`config.mk`:
```
export PLATFORM = sky130hd
export DESIGN_NAME = adder_result_accumulator_flat
export DESIGN_NICKNAME = d
export VERILOG_FILES = /design/src/rtl/adder_result_accumulator_if.sv /design/src/rtl/adder_result_accumulator.sv /design/src/flat_wrapper.sv
export SDC_FILE = /design/constraint.sdc
export NUM_CORES = 1
export LEC_CHECK = 0
export ABC_AREA = 1
export CAP_MARGIN = 20
export CORE_MARGIN = 1
export CORE_UTILIZATION = 57
export DETAILED_ROUTE_END_ITERATION = 16
export MAX_ROUTING_LAYER = met4
export PLACE_DENSITY = 0.88
export SYNTH_ARGS = -nofsm -noshare
export SYNTH_HDL_FRONTEND = slang
export SYNTH_SLANG_ARGS = --single-unit
```
`constraint.sdc`:
```
create_clock -name clk -period 3.6 [get_ports clk]
set_clock_uncertainty 0.2 [all_clocks]
set_input_delay 0.36 -clock clk [delete_from_list [all_inputs] [get_ports clk]]
set_output_delay 0.36 -clock clk [all_outputs]
set_load 0.03 [all_outputs]
```
`src/rtl/adder_result_accumulator_if.sv`:
```
// Handshake bundle between the N-bit adder, the result accumulator and its consumer.
// The upstream side carries {cout, sum}; the downstream side carries the accumulated total.
interface adder_result_accumulator_if #(
    parameter int N     = 8,
    parameter int ACC_W = 16
);
    logic             in_valid;
    logic             in_ready;
    logic [N-1:0]     in_sum;
    logic             in_cout;
    logic             out_valid;
    logic             out_ready;
    logic [ACC_W-1:0] out_acc;
    logic             out_ovf;

    modport master (
        output in_valid, in_sum, in_cout, out_ready,
        input  in_ready, out_valid, out_acc, out_ovf
    );

    modport slave (
        input  in_valid, in_sum, in_cout, out_ready,
        output in_ready, out_valid, out_acc, out_ovf
    );
endinterface

```
`src/rtl/adder_result_accumulator.sv`:
```
// Accumulates COUNT adder results ({cout,sum}) into an ACC_W-bit total with sticky overflow.
// Define SATURATE_EN to clamp the total at all-ones on overflow instead of wrapping.
module adder_result_accumulator #(
    parameter int N     = 8,
    parameter int ACC_W = 16,
    parameter int COUNT = 4
) (
    input  logic                        clk,
    input  logic                        rst_n,
    input  logic                        clear,
    adder_result_accumulator_if.slave   bus,
    output logic                        busy
);
    localparam int CNT_W = $clog2(COUNT + 1);
    localparam logic [CNT_W-1:0] LAST_CNT = CNT_W'(COUNT - 1);

    typedef enum logic [1:0] {IDLE, ACCUM, HOLD} state_t;

    state_t           state;
    logic [ACC_W-1:0] acc;
    logic [CNT_W-1:0] cnt;
    logic             ovf;

    logic             accept;
    logic [ACC_W-1:0] operand;
    logic [ACC_W:0]   sum_ext;
    logic [ACC_W-1:0] acc_next;

    assign accept  = bus.in_valid & bus.in_ready;
    assign operand = ACC_W'({bus.in_cout, bus.in_sum});
    assign sum_ext = {1'b0, acc} + {1'b0, operand};

    // Once clamped, acc is all-ones, so any non-zero operand carries again and stays clamped.
`ifdef SATURATE_EN
    assign acc_next = sum_ext[ACC_W] ? {ACC_W{1'b1}} : sum_ext[ACC_W-1:0];
`else
    assign acc_next = sum_ext[ACC_W-1:0];
`endif

    assign bus.out_acc = acc;
    assign bus.out_ovf = ovf;

    always_ff @(posedge clk or negedge rst_n) begin
        if (!rst_n) begin
            state         <= IDLE;
            acc           <= '0;
            cnt           <= '0;
            ovf           <= 1'b0;
            bus.out_valid <= 1'b0;
            bus.in_ready  <= 1'b0;
            busy          <= 1'b0;
        end else if (clear) begin
            state         <= IDLE;
            acc           <= '0;
            cnt           <= '0;
            ovf           <= 1'b0;
            bus.out_valid <= 1'b0;
            bus.in_ready  <= 1'b1;
            busy          <= 1'b0;
        end else begin
            case (state)
                IDLE: begin
                    bus.in_ready <= 1'b1;
                    if (accept) begin
                        acc  <= operand;
                        cnt  <= CNT_W'(1);
                        ovf  <= 1'b0;
                        busy <= 1'b1;
                        if (COUNT == 1) begin
                            state         <= HOLD;
                            bus.out_valid <= 1'b1;
                            bus.in_ready  <= 1'b0;
                        end else begin
                            state <= ACCUM;
                        end
                    end
                end
                ACCUM: begin
                    if (accept) begin
                        acc <= acc_next;
                        cnt <= cnt + CNT_W'(1);
                        ovf <= ovf | sum_ext[ACC_W];
                        if (cnt == LAST_CNT) begin
                            state         <= HOLD;
                            bus.out_valid <= 1'b1;
                            bus.in_ready  <= 1'b0;
                        end
                    end
                end
                HOLD: begin
                    if (bus.out_ready) begin
                        state         <= IDLE;
                        acc           <= '0;
                        cnt           <= '0;
                        ovf           <= 1'b0;
                        bus.out_valid <= 1'b0;
                        bus.in_ready  <= 1'b1;
                        busy          <= 1'b0;
                    end
                end
                default: begin
                    state         <= IDLE;
                    bus.out_valid <= 1'b0;
                    bus.in_ready  <= 1'b1;
                    busy          <= 1'b0;
                end
            endcase
        end
    end
endmodule
```
`src/flat_wrapper.sv`:
```
// flat-port wrapper written by rule: the top's interface ports become plain ports
module adder_result_accumulator_flat 
#(
    parameter int N     = 8,
    parameter int ACC_W = 16,
    parameter int COUNT = 4
)
  (clk, rst_n, clear, busy, bus_in_valid, bus_in_sum, bus_in_cout, bus_out_ready, bus_in_ready, bus_out_valid, bus_out_acc, bus_out_ovf);
  adder_result_accumulator_if #(.N(N), .ACC_W(ACC_W)) bus_i ();
  input  logic clk;
  input  logic rst_n;
  input  logic clear;
  output logic busy;
  input wire logic [$bits(bus_i.in_valid)-1:0] bus_in_valid;
  input wire logic [$bits(bus_i.in_sum)-1:0] bus_in_sum;
  input wire logic [$bits(bus_i.in_cout)-1:0] bus_in_cout;
  input wire logic [$bits(bus_i.out_ready)-1:0] bus_out_ready;
  output wire logic [$bits(bus_i.in_ready)-1:0] bus_in_ready;
  output wire logic [$bits(bus_i.out_valid)-1:0] bus_out_valid;
  output wire logic [$bits(bus_i.out_acc)-1:0] bus_out_acc;
  output wire logic [$bits(bus_i.out_ovf)-1:0] bus_out_ovf;
  assign bus_i.in_valid = bus_in_valid;
  assign bus_i.in_sum = bus_in_sum;
  assign bus_i.in_cout = bus_in_cout;
  assign bus_i.out_ready = bus_out_ready;
  assign bus_in_ready = bus_i.in_ready;
  assign bus_out_valid = bus_i.out_valid;
  assign bus_out_acc = bus_i.out_acc;
  assign bus_out_ovf = bus_i.out_ovf;
  adder_result_accumulator #(.N(N), .ACC_W(ACC_W), .COUNT(COUNT)) u_core (.clk(clk), .rst_n(rst_n), .clear(clear), .bus(bus_i), .busy(busy));
endmodule
```
==> Word level (Yosys, flattened, before mapping) <==
Cells that the tools add are included.
Widths: inputs -> output; s select.
{ "totals": {"register_bits": 25, "latchBits": 0, "ramBits": 0, "mem_bits_ro": 0, "output_inout_bits": 20, "elab_cells": 60, "n_memories": 0} }
{ "op_classes": {"add_sub_neg": 2, "multipliers": 0, "div_mod_pow": 0, "magnitude_cmp": 0, "n_eq_ne": 9, "shift": 0, "mux": 33, "bitwise_logic": 2, "n_reduce_logical": 7} }
{ "op_table": {"columns": ["cell", "n"], "rows": [
  ["$mux 16", 4],
  ["$pmux 16 s3", 1],
  ["$add 16x9->17", 1],
  ["$mux 1", 13],
  ["$mux 3", 4],
  ["$reduce_and 4->1", 3],
  ["$mux 2", 5],
  ["$ne 3x2->1 const B", 3],
  ["$pmux 1 s3", 3],
  ["$pmux 3 s3", 1],
  ["$pmux 2 s3", 1],
  ["$reduce_and 3->1", 2],
  ["$ne 2x2->1 const B", 2],
  ["$reduce_bool 4->1", 1],
  ["$add 3x1->3 const B", 1],
  ["$eq 3x2->1 const B", 1],
  ["$ne 3x3->1 const B", 1],
  ["$eq 2x1->1 const B", 1],
  ["$eq 2x2->1 const B", 1],
  ["$logic_not 2->1", 1],
  ["$pmux 1 s2", 1],
  ["$and 1x1->1", 1],
  ["$or 1x1->1", 1]
]} }

==> Depth between registers and ports, before layout <==
{ "logic_depth": {"word_depth": 5, "mapped_depth": 13, "mapped_depth_nobuf": 13} }

==> Worst setup path before layout <==
Ideal clock, no wire load.
{ "synth_timing": {"kind": "register -> register", "from": "reg u_core.acc[0] (netlist: u_core.bus.out_acc[0])", "to": "reg u_core.acc[8] (netlist: u_core.bus.out_acc[8])", "setup_time_ns": 0.117, "arrival_ns": 1.759, "path_slack_ns": 1.524, "path_stages_with_launch": 14, "n_path_buf": 0, "period_less_slack_ns": 2.076, "cell_sequence": "dfrtp_1 > ha_1 > inv_1 > fa_1 > inv_1 > nand2_1 > nand2_1 > nand3_1 > nand2_1 > nand2_1 > nand3_1 > nand2_1 > nand2_1 > nand2_1"} }
{ "synth_between": {"elab_chain_cells": 4} }
{ "synth_rtl": {"columns": ["element", "line", "text"], "rows": [
  ["start, declared", "adder_result_accumulator.sv:20", "logic [ACC_W-1:0] acc;"],
  ["start signal, assigned", "adder_result_accumulator.sv:65", "acc <= operand;"],
  ["start signal, assigned", "adder_result_accumulator.sv:80", "acc <= acc_next;"],
  ["$add 16x9->17", "adder_result_accumulator.sv:31", "assign sum_ext = {1'b0, acc} + {1'b0, operand};"],
  ["$mux 16", "adder_result_accumulator.sv:79", "if (accept) begin"],
  ["$pmux 16 s3", "adder_result_accumulator.sv:61", "case (state)"],
  ["$mux 16", "adder_result_accumulator.sv:52", "end else if (clear) begin"]
]} }
No other way between the ends. The select of a mux whose other input is x is not followed.
A chain may end at the register's enable or synchronous reset.

==> Worst setup path after layout <==
{ "layout_timing": {"from": "reg u_core.state[0]", "to": "reg u_core.acc[15] (netlist: u_core.bus.out_acc[15])"} }
{ "layout_between": {"elab_chain_cells": 3, "elab_cells_between_ends": 10, "classes_between": "eq/ne: 5; mux: 2; reduce/logical: 3"} }
{ "layout_rtl": {"columns": ["element", "line", "text"], "rows": [
  ["start, declared", "adder_result_accumulator.sv:19", "state_t state;"],
  ["start signal, assigned", "adder_result_accumulator.sv:45", "state <= IDLE;"],
  ["start signal, assigned", "adder_result_accumulator.sv:53", "state <= IDLE;"],
  ["start signal, assigned", "adder_result_accumulator.sv:70", "state <= HOLD;"],
  ["$eq 2x1->1, or another cell as far along", "adder_result_accumulator.sv:61", null],
  ["$ne 3x2->1 (no line), or another cell as far along", null, null],
  ["$reduce_and 4->1 (no line) / $mux 16 (equally long branches)", null, null]
]} }
Several ways; a longest one is shown, not always the timed one.

==> flow_metrics.tcl <==
set metrics [dict create \
    outcome "finished clean" \
    grt_usage 0.2910 \
    start_util 0.6163 \
    syn_inst 293 \
    hold_buffers 0 \
    ys_warn_count 0 \
    yosys-top-cells-count "109 x nand2_1, 35 x inv_1, 31 x nor2_1" \
    layout_min_cycle_time_ns 2.402 \
    cts_tree "yes" \
    max_clock_freq_mhz 416.2 \
    finalPower_mw 1.464 \
    portBuffers 33 \
    overflow 0 \
    dr.pass1.iters 4 \
    htree_levels 1 \
    postLayoutSetupSlackWorst_ns 1.198 \
    synth-adder-area-share 0.1069 \
    nFillCells 287 \
    r2r_end "u_core.bus.out_acc[15]" \
    ys_types 29 \
    clk_root_buffer_cell "clkbuf_4" \
    placed_cell_area_mm2 0.002320 \
    worst_pin_slew_ns 0.6775 \
    numClockSinks 25 \
    clock_latency_ns 0.34 \
    synth.cell_area_mm2 0.001943 \
    grt_pass1_wl_um 7686 \
    avgRoutedWirePerCell_um 12.46 \
    dr_total_vias 1961 \
    syn2layout_area_growth_pct 20.93 \
    yosys.area_share.simple 0.4095 \
    cp-end-kind "flop" \
    finalSetupViolations 0 \
    drt_first_iter_violations 105 \
    synth-compound-area-share 0.07727 \
    synth_top_family_by_area "simple AND/OR/NAND/NOR gates" \
    max-vdd-ir-drop_v 0.0003850 \
    ant_nets 0 \
    numCtsBuffers 3 \
    hold_viol 0 \
    synth_largest_area_cell "dfrtp_1" \
    drive_gt1_frac 0.05775 \
    cap_violations 0 \
    cp_data_arrival_time_ns 2.46 \
    io_pins 34 \
    synth_seq_area_share 0.3220 \
    drv_slew 0 \
    ys_ff_latch 25 \
    rrSetupSlack_ns 1.20 \
    dieArea_mm2 0.003646 \
    synth_most_common_cell "nand2_1" \
    rsz0062_at_grt "false" \
    power_leakage_nw 1.240 \
    core_mm2 0.003153 \
    multi_input_area_mm2 0.001154 \
    cp-startpoint "u_core.state[0]" \
    min_period_over_period 0.6673 \
    reg2reg_from "u_core.state[0]" \
    synthXorXnorAreaFrac 0 \
    globalplace.congestion 0.9113 \
    whs_ns 0.1620 \
    synth_edf_count 0 \
    setup_tns_ns 0 \
    die_height_um 60.39 \
    cp-endpoint "u_core.bus.out_acc[15]" \
    n_antenna_cell 0 \
    muxShareOfSynthArea 0 \
    cp_data_required_time_ns 3.66 \
    clk_pin_slew_ns 0.16 \
    grt_pass1_vias 1857 \
    crit_type "reg2reg" \
    die_w_um 60.39 \
    register_area_um2 625.6 \
    antenna_found_initial 0 \
    postCtsSetupBuffers 0 \
    relSlewSlack 0.5470 \
    grt_max_degree 26 \
    synthFlopType "dfrtp_1" \
    vias_per_cell 5.257 \
    cp_max_fo 14 \
    async_reset_ff_frac 1.000 \
    rows 20 \
    nets 360 \
    reg2reg_depth 10 \
    hp-class "in2async" \
    power_density_mw_per_mm2 622.9 \
    finalInstanceArea_mm2 0.002350 \
    synthDominantCellAreaShare 0.3220 \
    drcViolationCount 0 \
    synth_nets 323 \
    avgSynthCellArea_um2 6.632 \
    start_kind "flop" \
    finalWirelength_um 4649 \
    synthTopCellsByArea "dfrtp_1 32%, nand2_1 21%, ha_1 9.7%, nand3_1 7.7%, inv_1 6.8%" \
    cts_buffer_depth 2 \
    cts_resized 0 \
    place_ws_ns 0.9597 \
    place.detailed.hpwl_um 3502 \
]
[flip-flops by register name (all words and copies together), names as in the netlist]
signal,cells
u_core.cnt,3
u_core.bus.out_ovf,1
u_core.busy,1
u_core.bus.out_acc,16
u_core.state,2
u_core.bus.out_valid,1
u_core.bus.in_ready,1
[power breakdown]
group	total (mW)	internal (mW)	leakage (nW)	switching, mW
registers	0.407	0.348	0.331	0.0596
logic	0.912	0.313	0.895	0.600
clock network	0.144	0.0427	0.0139	0.101
[layout by cell type (no fill, tap or decap), types with 2 or more instances in the layout]
cell,count
inv_2,2
dfrtp_1,25
nand3b_1,3
nor2_2,2
nand2_1,109
inv_1,35
nor2_1,31
a21oi_1,14
clkdlybuf4s50_1,33
clkbuf_4,3
o21ai_0,6
nand2_2,3
ha_1,15
nand4_1,2
nand3_1,30
[critical path: stages, from the launching register on]
cell     delay (ns)
dfrtp_1        0.42
inv_1          0.10
ha_1           0.22
inv_1          0.07
nor2_1         0.05
nand2_1        0.13
nand4_1        0.55
nor2_1         0.35
nand3_1        0.12
nand2_1        0.07
nor2_1         0.04
[cell type report]
class | instances | share of cell area
timing repair buffer | 34 | 0.1438
multi-input combinational | 227 | 0.4910
sequential | 25 | 0.2662
inverter | 39 | 0.06283
tap | 44 | 0.02343
clock inverter | 1 | 0.003195
clock buffer | 3 | 0.009585
[layer usage]
layer	share of wire	routed length, µm	global-route usage
met5	0	0	-
met4	0.019	89	0.1362
met3	0.051	239	0.02132
met2	0.47	2171	0.4490
met1	0.46	2148	0.3884
[worst min path at each step]
stage / start / to / slack [ns] / cells past startpoint
after CTS: rst_n / u_core.bus.out_acc[10] / 0.19 / 2
after global routing: rst_n / u_core.state[1] / 0.20 / 2
after floorplan: rst_n / u_core.bus.in_ready / -0.14 / 0
final: rst_n / u_core.bus.out_acc[7] / 0.16 / 2
after global placement: u_core.cnt[2] / u_core.cnt[2] / 0.27 / 2
after detailed placement: u_core.cnt[1] / u_core.cnt[1] / 0.28 / 2
[stage by stage]
step,std cells,utilization
after floorplan,293,-
after global placement,369,0.7357
after detailed placement,369,0.7357
after CTS,373,0.7452
after global routing,373,0.7452
final,373,0.7452
[cell families after synthesis]
| group | Yosys count |
|---|---|
| compound gates | 26 |
| fa+ha+maj | 16 |
| buf+inv | 41 |
| flops | 25 |
| simple gates | 185 |
No activity file was read; power rests on OpenSTA's default activity.
